$ cat src/rtl/alu_shift_pkg.sv
// Shared types for the multi-cycle shift/rotate ALU block.
// Operation codes, FSM states and effective-count helper.
package alu_shift_pkg;

  typedef enum logic [2:0] {
    OP_SHL = 3'b000,
    OP_SHR = 3'b001,
    OP_SAR = 3'b010,
    OP_ROL = 3'b011,
    OP_ROR = 3'b100,
    OP_RCL = 3'b101,
    OP_RCR = 3'b110,
    OP_FSL = 3'b111
  } shift_op_e;

  typedef enum logic [1:0] {
    S_IDLE,
    S_RUN,
    S_DONE
  } state_e;

  // Rotates wrap at the word size, carry rotates use the raw
  // count, everything else saturates once the word is all fill.
  function automatic int unsigned eff_count(
    shift_op_e   op,
    int unsigned n,
    int unsigned w
  );
    int unsigned e;
    case (op)
      OP_ROL, OP_ROR: e = n & (w - 1);
      OP_RCL, OP_RCR: e = n;
      default:        e = (n > w) ? w : n;
    endcase
    return e;
  endfunction

endpackage

$ cat src/rtl/shift_step_unit.sv
// Combinational shifter for one FSM step of up to STEP_WIDTH bits.
// Moves {carry, word, fill} by k single-bit positions.
module shift_step_unit
  import alu_shift_pkg::*;
#(
  parameter int WORD_WIDTH = 32,
  parameter int STEP_WIDTH = 4,
  parameter int CW         = $clog2(WORD_WIDTH) + 1
) (
  input  shift_op_e             op,
  input  logic [CW-1:0]         k,
  input  logic [WORD_WIDTH-1:0] word,
  input  logic [WORD_WIDTH-2:0] fill,
  input  logic                  carry,
  output logic [WORD_WIDTH-1:0] word_nxt,
  output logic [WORD_WIDTH-2:0] fill_nxt,
  output logic                  carry_nxt
);

  localparam int W = WORD_WIDTH;

  // Chain of single-position steps, each enabled while i < k.
  always_comb begin
    logic [W-1:0] w;
    logic [W-2:0] f;
    logic         c;
    logic         t;
    w = word;
    f = fill;
    c = carry;
    t = 1'b0;
    for (int i = 0; i < STEP_WIDTH; i++) begin
      if (i < int'(k)) begin
        unique case (op)
          OP_SHL: begin
            c = w[W-1];
            w = {w[W-2:0], 1'b0};
          end
          OP_SHR: begin
            c = w[0];
            w = {1'b0, w[W-1:1]};
          end
          OP_SAR: begin
            c = w[0];
            w = {w[W-1], w[W-1:1]};
          end
          OP_ROL: begin
            c = w[W-1];
            w = {w[W-2:0], w[W-1]};
          end
          OP_ROR: begin
            c = w[0];
            w = {w[0], w[W-1:1]};
          end
          OP_RCL: begin
            t = w[W-1];
            w = {w[W-2:0], c};
            c = t;
          end
          OP_RCR: begin
            t = w[0];
            w = {c, w[W-1:1]};
            c = t;
          end
          OP_FSL: begin
            c = w[W-1];
            w = {w[W-2:0], f[W-2]};
            f = {f[W-3:0], 1'b0};
          end
        endcase
      end
    end
    word_nxt  = w;
    fill_nxt  = f;
    carry_nxt = c;
  end

endmodule

$ cat src/rtl/shift_seq_block.sv
// Multi-cycle shift/rotate block behind valid/ready handshakes.
// Shifts at most STEP_WIDTH positions per clock.
module shift_seq_block
  import alu_shift_pkg::*;
#(
  parameter int WORD_WIDTH = 32,
  parameter int STEP_WIDTH = 4
) (
  input  logic                  clk_i,
  input  logic                  rst_ni,
  input  logic                  valid_i,
  output logic                  ready_o,
  input  logic [2:0]            op_i,
  input  logic [WORD_WIDTH-1:0] a_i,
  input  logic [WORD_WIDTH-1:0] b_i,
  input  logic [WORD_WIDTH-2:0] c_i,
  input  logic                  cf_i,
  output logic                  valid_o,
  input  logic                  ready_i,
  output logic [WORD_WIDTH-1:0] r_o,
  output logic                  cf_o,
  output logic                  zf_o,
  output logic                  of_o,
  output logic                  pf_o,
  output logic                  sf_o
);

  localparam int W  = WORD_WIDTH;
  localparam int CW = $clog2(W) + 1;

  state_e          state, state_nxt;
  shift_op_e       op_q;
  logic [W-1:0]    word_q, word_nxt;
  logic [W-2:0]    fill_q, fill_nxt;
  logic            carry_q, carry_nxt;
  logic            amsb_q;
  logic [CW-1:0]   rem_q, rem_nxt, k;
  logic [CW-1:0]   cnt, e_in;
  logic            accept;
  logic            run_last;
  logic            load_res;
  logic [W-1:0]    res_d;
  logic            cf_d, msb_d;
  logic [W-1:0]    r_q;
  logic            cf_q, zf_q, of_q, pf_q, sf_q;
  logic            unused_b;

  assign cnt      = b_i[CW-1:0];
  assign unused_b = ^b_i[W-1:CW];
  assign e_in     = CW'(eff_count(shift_op_e'(op_i), 32'(cnt), W));

  assign ready_o  = (state == S_IDLE) | ((state == S_DONE) & ready_i);
  assign valid_o  = (state == S_DONE);
  assign accept   = valid_i & ready_o;

  assign k        = (rem_q > CW'(STEP_WIDTH)) ? CW'(STEP_WIDTH) : rem_q;
  assign rem_nxt  = rem_q - k;
  assign run_last = (state == S_RUN) & (rem_nxt == '0);

  shift_step_unit #(
    .WORD_WIDTH (W),
    .STEP_WIDTH (STEP_WIDTH),
    .CW         (CW)
  ) u_step (
    .op        (op_q),
    .k         (k),
    .word      (word_q),
    .fill      (fill_q),
    .carry     (carry_q),
    .word_nxt  (word_nxt),
    .fill_nxt  (fill_nxt),
    .carry_nxt (carry_nxt)
  );

  // State register.
  always_ff @(posedge clk_i or negedge rst_ni) begin
    if (!rst_ni) state <= S_IDLE;
    else         state <= state_nxt;
  end

  // Next state; a zero count skips RUN entirely.
  always_comb begin
    state_nxt = state;
    unique case (state)
      S_IDLE: begin
        if (accept)
          state_nxt = (e_in == '0) ? S_DONE : S_RUN;
      end
      S_RUN: begin
        if (rem_nxt == '0) state_nxt = S_DONE;
      end
      S_DONE: begin
        if (accept)
          state_nxt = (e_in == '0) ? S_DONE : S_RUN;
        else if (ready_i)
          state_nxt = S_IDLE;
      end
      default: state_nxt = S_IDLE;
    endcase
  end

  // Result source: pass-through on zero count, else final step.
  always_comb begin
    load_res = (accept & (e_in == '0)) | run_last;
    res_d    = accept ? a_i : word_nxt;
    cf_d     = accept ? cf_i : carry_nxt;
    msb_d    = accept ? a_i[W-1] : amsb_q;
  end

  // Working registers and registered result/flags.
  always_ff @(posedge clk_i or negedge rst_ni) begin
    if (!rst_ni) begin
      op_q    <= OP_SHL;
      word_q  <= '0;
      fill_q  <= '0;
      carry_q <= 1'b0;
      amsb_q  <= 1'b0;
      rem_q   <= '0;
      r_q     <= '0;
      cf_q    <= 1'b0;
      zf_q    <= 1'b0;
      of_q    <= 1'b0;
      pf_q    <= 1'b0;
      sf_q    <= 1'b0;
    end else begin
      if (accept) begin
        op_q    <= shift_op_e'(op_i);
        word_q  <= a_i;
        fill_q  <= c_i;
        carry_q <= cf_i;
        amsb_q  <= a_i[W-1];
        rem_q   <= e_in;
      end else if (state == S_RUN) begin
        word_q  <= word_nxt;
        fill_q  <= fill_nxt;
        carry_q <= carry_nxt;
        rem_q   <= rem_nxt;
      end
      if (load_res) begin
        r_q  <= res_d;
        cf_q <= cf_d;
        zf_q <= ~|res_d;
        of_q <= res_d[W-1] ^ msb_d;
        pf_q <= res_d[0];
        sf_q <= res_d[W-1];
      end
    end
  end

  assign r_o  = r_q;
  assign cf_o = cf_q;
  assign zf_o = zf_q;
  assign of_o = of_q;
  assign pf_o = pf_q;
  assign sf_o = sf_q;

endmodule

$ cat config.mk
export PLATFORM = sky130hd
export DESIGN_NAME = shift_seq_block
export DESIGN_NICKNAME = d
export VERILOG_FILES = /design/src/rtl/alu_shift_pkg.sv /design/src/rtl/shift_step_unit.sv /design/src/rtl/shift_seq_block.sv
export SDC_FILE = /design/constraint.sdc
export NUM_CORES = 1
export LEC_CHECK = 0
export BUFFER_PORTS_ARGS = -buffer_cell sky130_fd_sc_hd__buf_2
export CORE_UTILIZATION = 35
export CTS_CLUSTER_DIAMETER = 60
export DETAILED_ROUTE_END_ITERATION = 7
export SKIP_CTS_REPAIR_TIMING = 1
export SLEW_MARGIN = 20
export SYNTH_ARGS = -nofsm -noshare
export SYNTH_HDL_FRONTEND = slang
export SYNTH_SLANG_ARGS = --single-unit
$ cat constraint.sdc
create_clock -name clk_i -period 4.9 [get_ports clk_i]
set_clock_uncertainty 0.15 [all_clocks]
set_input_delay 1.47 -clock clk_i [delete_from_list [all_inputs] [get_ports clk_i]]
set_output_delay 1.47 -clock clk_i [all_outputs]
set_load 0.01 [all_outputs]
* Yosys cells after proc, flatten, opt, wreduce, memory -nomap -nowiden *
Index checks and enable logic that the tools add are counted.

storage, ports and cells
  output and inout port bits = 39
  bits in registers = 113
  word-level logic and storage cells = 99

cells by class
  reduce and logical (&&, ||, !) cells = 12
  bitwise logic cells = 7
  eq/ne operators = 16
  multiplexer cells = 44
  add/subtract/negate cells = 1
  $lt $le $gt $ge = 6

operators with widths
  kind                                                                             count
  32-bit case mux with 8 select lines                                              4
  31-bit 2-to-1 mux                                                                10
  32-bit 2-to-1 mux                                                                7
  32-bit OR reduction                                                              1
  6-bit 2-to-1 mux                                                                 4
  3-bit == test, second input constant                                             7
  6-bit logical NOT                                                                2
  1-bit by 6-bit less-than comparator with 1-bit output, first input constant      2
  2-bit by 6-bit less-than comparator with 1-bit output, first input constant      2
  6-bit case mux with 2 select lines                                               1
  2-bit 2-to-1 mux                                                                 5
  3-bit by 2-bit == test with 1-bit output, second input constant                  3
  1-bit 2-to-1 mux                                                                 8
  1-bit case mux with 2 select lines                                               4
  4-bit OR reduction                                                               2
  6-bit by 3-bit greater-than comparator with 1-bit output, second input constant  1
  6-bit greater-than comparator, second input constant                             1
  2-bit case mux with 3 select lines                                               1
  6-bit subtractor                                                                 1
  1-bit AND                                                                        4
  2-bit OR reduction                                                               2
  3-bit by 1-bit == test with 1-bit output, second input constant                  1
  3-bit logical NOT                                                                1
  3-bit by 1-bit != test with 1-bit output, second input constant                  1
  10 further kinds                                                                 11

* Longest topological paths before layout *
  word-level depth = 13
  depth in mapped cells = 19
  gate-level depth less buffers = 12

* Cells and area by module *
From an unflattened synthesis, not the netlist that was laid out.

unflattened totals
  cells, all modules = 1318
  area total of the unflattened synthesis = 9850.7 um2

by module, submodules not included
  module           cells an instance  sequential area each (um2)  area each (um2)  times used
  shift_seq_block  573                2777.7                      5504.0           1
  shift_step_unit  745                0.0                         4346.7           1

* Worst setup path before layout *
Ideal clock, no wire load.

  kind = flip-flop to flip-flop
  from = register rem_q[4]
  to = register zf_q (netlist: zf_o)
  arrival time = 4196 ps
  library setup time = 66 ps
  clock period less this slack = 4412 ps
  cell stages (with the launch flop) = 19
  path slack = 488 ps
  cell sequence = dfrtp_1 or4_4 buf_6 buf_6 clkbuf_1 clkbuf_1 buf_2 nand2_1 ha_1 or2_0 or3_1 a311o_1 o31a_1 clkbuf_1 nand4b_1 nor4b_1 nand4_1 nor4_2 a31o_1

on the way
  word-level cells in the longest chain between the ends = 13

RTL lines
  element                                                      RTL line                RTL
  from (decl)                                                  shift_seq_block.sv:37   logic [CW-1:0] rem_q, rem_nxt, k;
  from (signal assigned)                                       shift_seq_block.sv:132  rem_q <= e_in;
  from (signal assigned)                                       shift_seq_block.sv:137  rem_q <= rem_nxt;
  6-bit by 3-bit greater-than comparator with 1-bit output     shift_seq_block.sv:56   assign k = (rem_q > CW'(STEP_WIDTH)) ? CW'(STEP_WIDTH) : rem_q;
  6-bit 2-to-1 mux                                             shift_seq_block.sv:56
  1-bit by 6-bit less-than comparator with 1-bit output        shift_step_unit.sv:33   if (i < int'(k)) begin
  31-bit 2-to-1 mux (tied with other cells)                    shift_step_unit.sv:33
  32-bit case mux with 8 select lines (tied with other cells)  shift_step_unit.sv:34   unique case (op)
  32-bit 2-to-1 mux (tied with other cells)                    shift_step_unit.sv:33
  32-bit case mux with 8 select lines (tied with other cells)  shift_step_unit.sv:34
  32-bit 2-to-1 mux (tied with other cells)                    shift_step_unit.sv:33
  32-bit case mux with 8 select lines                          shift_step_unit.sv:34
  32-bit 2-to-1 mux                                            shift_step_unit.sv:33
  32-bit 2-to-1 mux                                            shift_seq_block.sv:105  res_d = accept ? a_i : word_nxt;
  32-bit OR reduction                                          shift_seq_block.sv:142  zf_q <= ~|res_d;
  1-bit logical NOT                                            shift_seq_block.sv:142
  to (signal assigned)                                         shift_seq_block.sv:142
  to (decl)                                                    shift_seq_block.sv:45   logic cf_q, zf_q, of_q, pf_q, sf_q;

Several ways; a longest one is shown, not always the timed one.
A chain may end at the register's enable or synchronous reset.

* Final worst setup path *
  from = register rem_q[2]
  to = register zf_q (netlist: zf_o)

The elaborated chain is that of the path after synthesis.

==> flow_metrics.tcl <==
set metrics [dict create \
    status "completed" \
    postLayoutCellArea_um2 10300 \
    dpl-instance-area_um2 10000 \
    cts_tree "yes" \
    period_needed_ns 4.16 \
    syn-cell-area_um2 8960 \
    layout_commonest_cell "nand2_1" \
    chipWidth_um 162 \
    initial_utilization 0.356 \
    crit_path_max_fanout 20 \
    clk_path_buf_depth 2 \
    grtUsageTotal 0.292 \
    place_hpwl_um 26900 \
    report.final.hold_viol_count 0 \
    grt_pass1_vias 9970 \
    fin_hold_ws_ns 0.336 \
    grt_pass1_wl_um 59200 \
    dr.pass1.iters 6 \
    ys_warn_count 0 \
    netlist-cell-type-count 83 \
    holdPathEnd "of_o$_DFFE_PN0P_" \
    dr_total_vias 10600 \
    worst_slew_pin_slew_ns 1.05 \
    crit_type "reg2reg" \
    required_ns 5.08 \
    cts_sinks 111 \
    vdd_drop_max_v 0.000336 \
    ant_nets 0 \
    insertion_delay_ns 0.38 \
    rsz0062_at_grt "false" \
    antenna_found_initial 0 \
    grt_max_degree 67 \
    max_slew_margin 0.297 \
    final_layout_size_suffix_gt1_frac 0.191 \
    powerDensity_nw_per_um2 915 \
    final_cell_mix "185 x nand2_1, 118 x o21ai_0, 114 x buf_2, 111 x dfrtp_1, 108 x nor2_1" \
    die-height_um 162 \
    rr_startpoint "rem_q[2]$_DFFE_PN0P_" \
    synthFlopType "dfrtp_1" \
    async_flop_share 1.00 \
    synth_edf_count 0 \
    max_freq_ghz 0.240 \
    wirelength_um 38100 \
    core_um2 25200 \
    numCtsBuffers 9 \
    cts_root_buf "clkbuf_16" \
    finalSetupViolations 0 \
    final_cells 1625 \
    cts.clk_slew.worst_paths_ns 0.10 \
    ios 142 \
    place_congestion 0.956 \
    maxSlewViolCount 0 \
    num_antenna_cells 0 \
    fillers 2644 \
    placed_cells 1609 \
    hp-class "reg2reg" \
    wl_per_cell_um 23.4 \
    hp-start "of_o$_DFFE_PN0P_" \
    synth_cells 1213 \
    finalCritPeriodShare 0.849 \
    reg2reg_depth 12 \
    crit_arrival_ns 4.34 \
    maxCapViolCount 0 \
    area_growth_pct 15.3 \
    worst-r2r-setup-slack_ns 0.74 \
    fin_nets 1394 \
    total_power_mw 9.46 \
    power.leakage_nw 4.31 \
    hold_depth 2 \
    drc 0 \
    drtIter0Drc 1614 \
    dieArea_um2 26200 \
    timing.rr.end "zf_o$_DFFE_PN0P_" \
    tns_ns 0 \
    portBuffers 115 \
    rows 58 \
    grt.overflow.total 0 \
    routed_via_density 6.52 \
    synth_seq_area_share 0.310 \
    h-tree-depth 3 \
    startpoint_type "flip-flop" \
    syn_nets 1317 \
    ys_seq_elements 111 \
    syn_area_per_cell_um2 7.39 \
    cp-end-kind "flip-flop" \
]
-- state kept, by name, summed over array words and instances (netlist names) --
name / flops
r_o: 32
word_q: 32
rem_q: 6
fill_q: 31
of_o: 1
state: 2
amsb_q: 1
zf_o: 1
op_q: 3
carry_q: 1
cf_o: 1
-- where the power goes --
part / leakage [nW] / internal [mW] / switching (mW)
sequential: 1.37 / 1.38 / 0.715
clock: 0.147 / 0.370 / 0.445
combinational: 2.80 / 2.31 / 4.23
-- area by class of cell --
type	instances	area [µm²]	area share
multi-input combinational	982	5720	0.553
sequential	111	2780	0.269
timing repair buffer	174	1070	0.104
tap	330	413	0.0400
clock buffer	9	225	0.0218
clock inverter	7	85.1	0.00823
inverter	12	45.0	0.00436
-- per-stage QoR --
| stage | worst slack (ns) | util |
|---|---|---|
| 6_report | 0.740 | 0.410 |
| 4_1_cts | 0.756 | 0.410 |
| 5_1_grt | 0.493 | 0.410 |
| 2_1_floorplan | 0.488 | - |
| 3_5_place_dp | 0.493 | 0.398 |
| 3_3_place_gp | 0.501 | 0.398 |
-- cells by family after synthesis --
group / share of synthesized area
fa+ha+maj: 0.00140
flops: 0.310
mux: 0.0432
other cells: 0.000419
simple gates: 0.249
compound gates: 0.335
buf+inv: 0.0578
xor+xnor: 0.00293
-- synthesized netlist by cell type, types with 10 or more instances --
master / count / area share
a21oi_1: 98 / 0.055
dfrtp_1: 111 / 0.31
inv_1: 10 / 0.0042
clkbuf_1: 68 / 0.028
o211ai_1: 21 / 0.018
nor3_1: 34 / 0.019
nand2_1: 186 / 0.078
nand3_1: 75 / 0.042
a311oi_1: 16 / 0.016
mux2_2: 21 / 0.026
mux2i_1: 15 / 0.017
buf_2: 27 / 0.015
a31oi_1: 43 / 0.030
o21ai_0: 119 / 0.066
and3_1: 10 / 0.0070
o31ai_1: 16 / 0.013
a22oi_1: 20 / 0.017
a211oi_1: 19 / 0.016
o22ai_1: 12 / 0.0084
nor2_1: 111 / 0.047
-- metal layers --
layer  vias to the layer above  GRT usage  wire (µm)
met1                      5079      0.412      16600
met2                       697      0.439      16500
met4                         0      0.102       1200
li1                       4704          -          -
met5                         -          0          0
met3                       118     0.0600       3720
-- worst max path at each step --
stage	slack, ns	end	startpoint
after floorplan	0.49	zf_o$_DFFE_PN0P_	rem_q[4]$_DFFE_PN0P_
after global placement	0.50	zf_o$_DFFE_PN0P_	ready_i
after detailed placement	0.49	zf_o$_DFFE_PN0P_	ready_i
after CTS	0.76	zf_o$_DFFE_PN0P_	rem_q[2]$_DFFE_PN0P_
after global routing	0.49	zf_o$_DFFE_PN0P_	rem_q[2]$_DFFE_PN0P_
final	0.74	zf_o$_DFFE_PN0P_	rem_q[2]$_DFFE_PN0P_
-- worst max-delay path: stages, from the launching register on --
cell and delay (ns):
dfrtp_1 0.55, or4_4 0.43, nand2_1 0.10, ha_1 0.25, or2_0 0.22, or3_1 0.37
a311o_1 0.38, o31a_2 0.36, nand4b_1 0.28, nor4b_1 0.35, nand4_1 0.18, nor4_2 0.30
a31o_1 0.17
(Power assumes the default switching activity.)
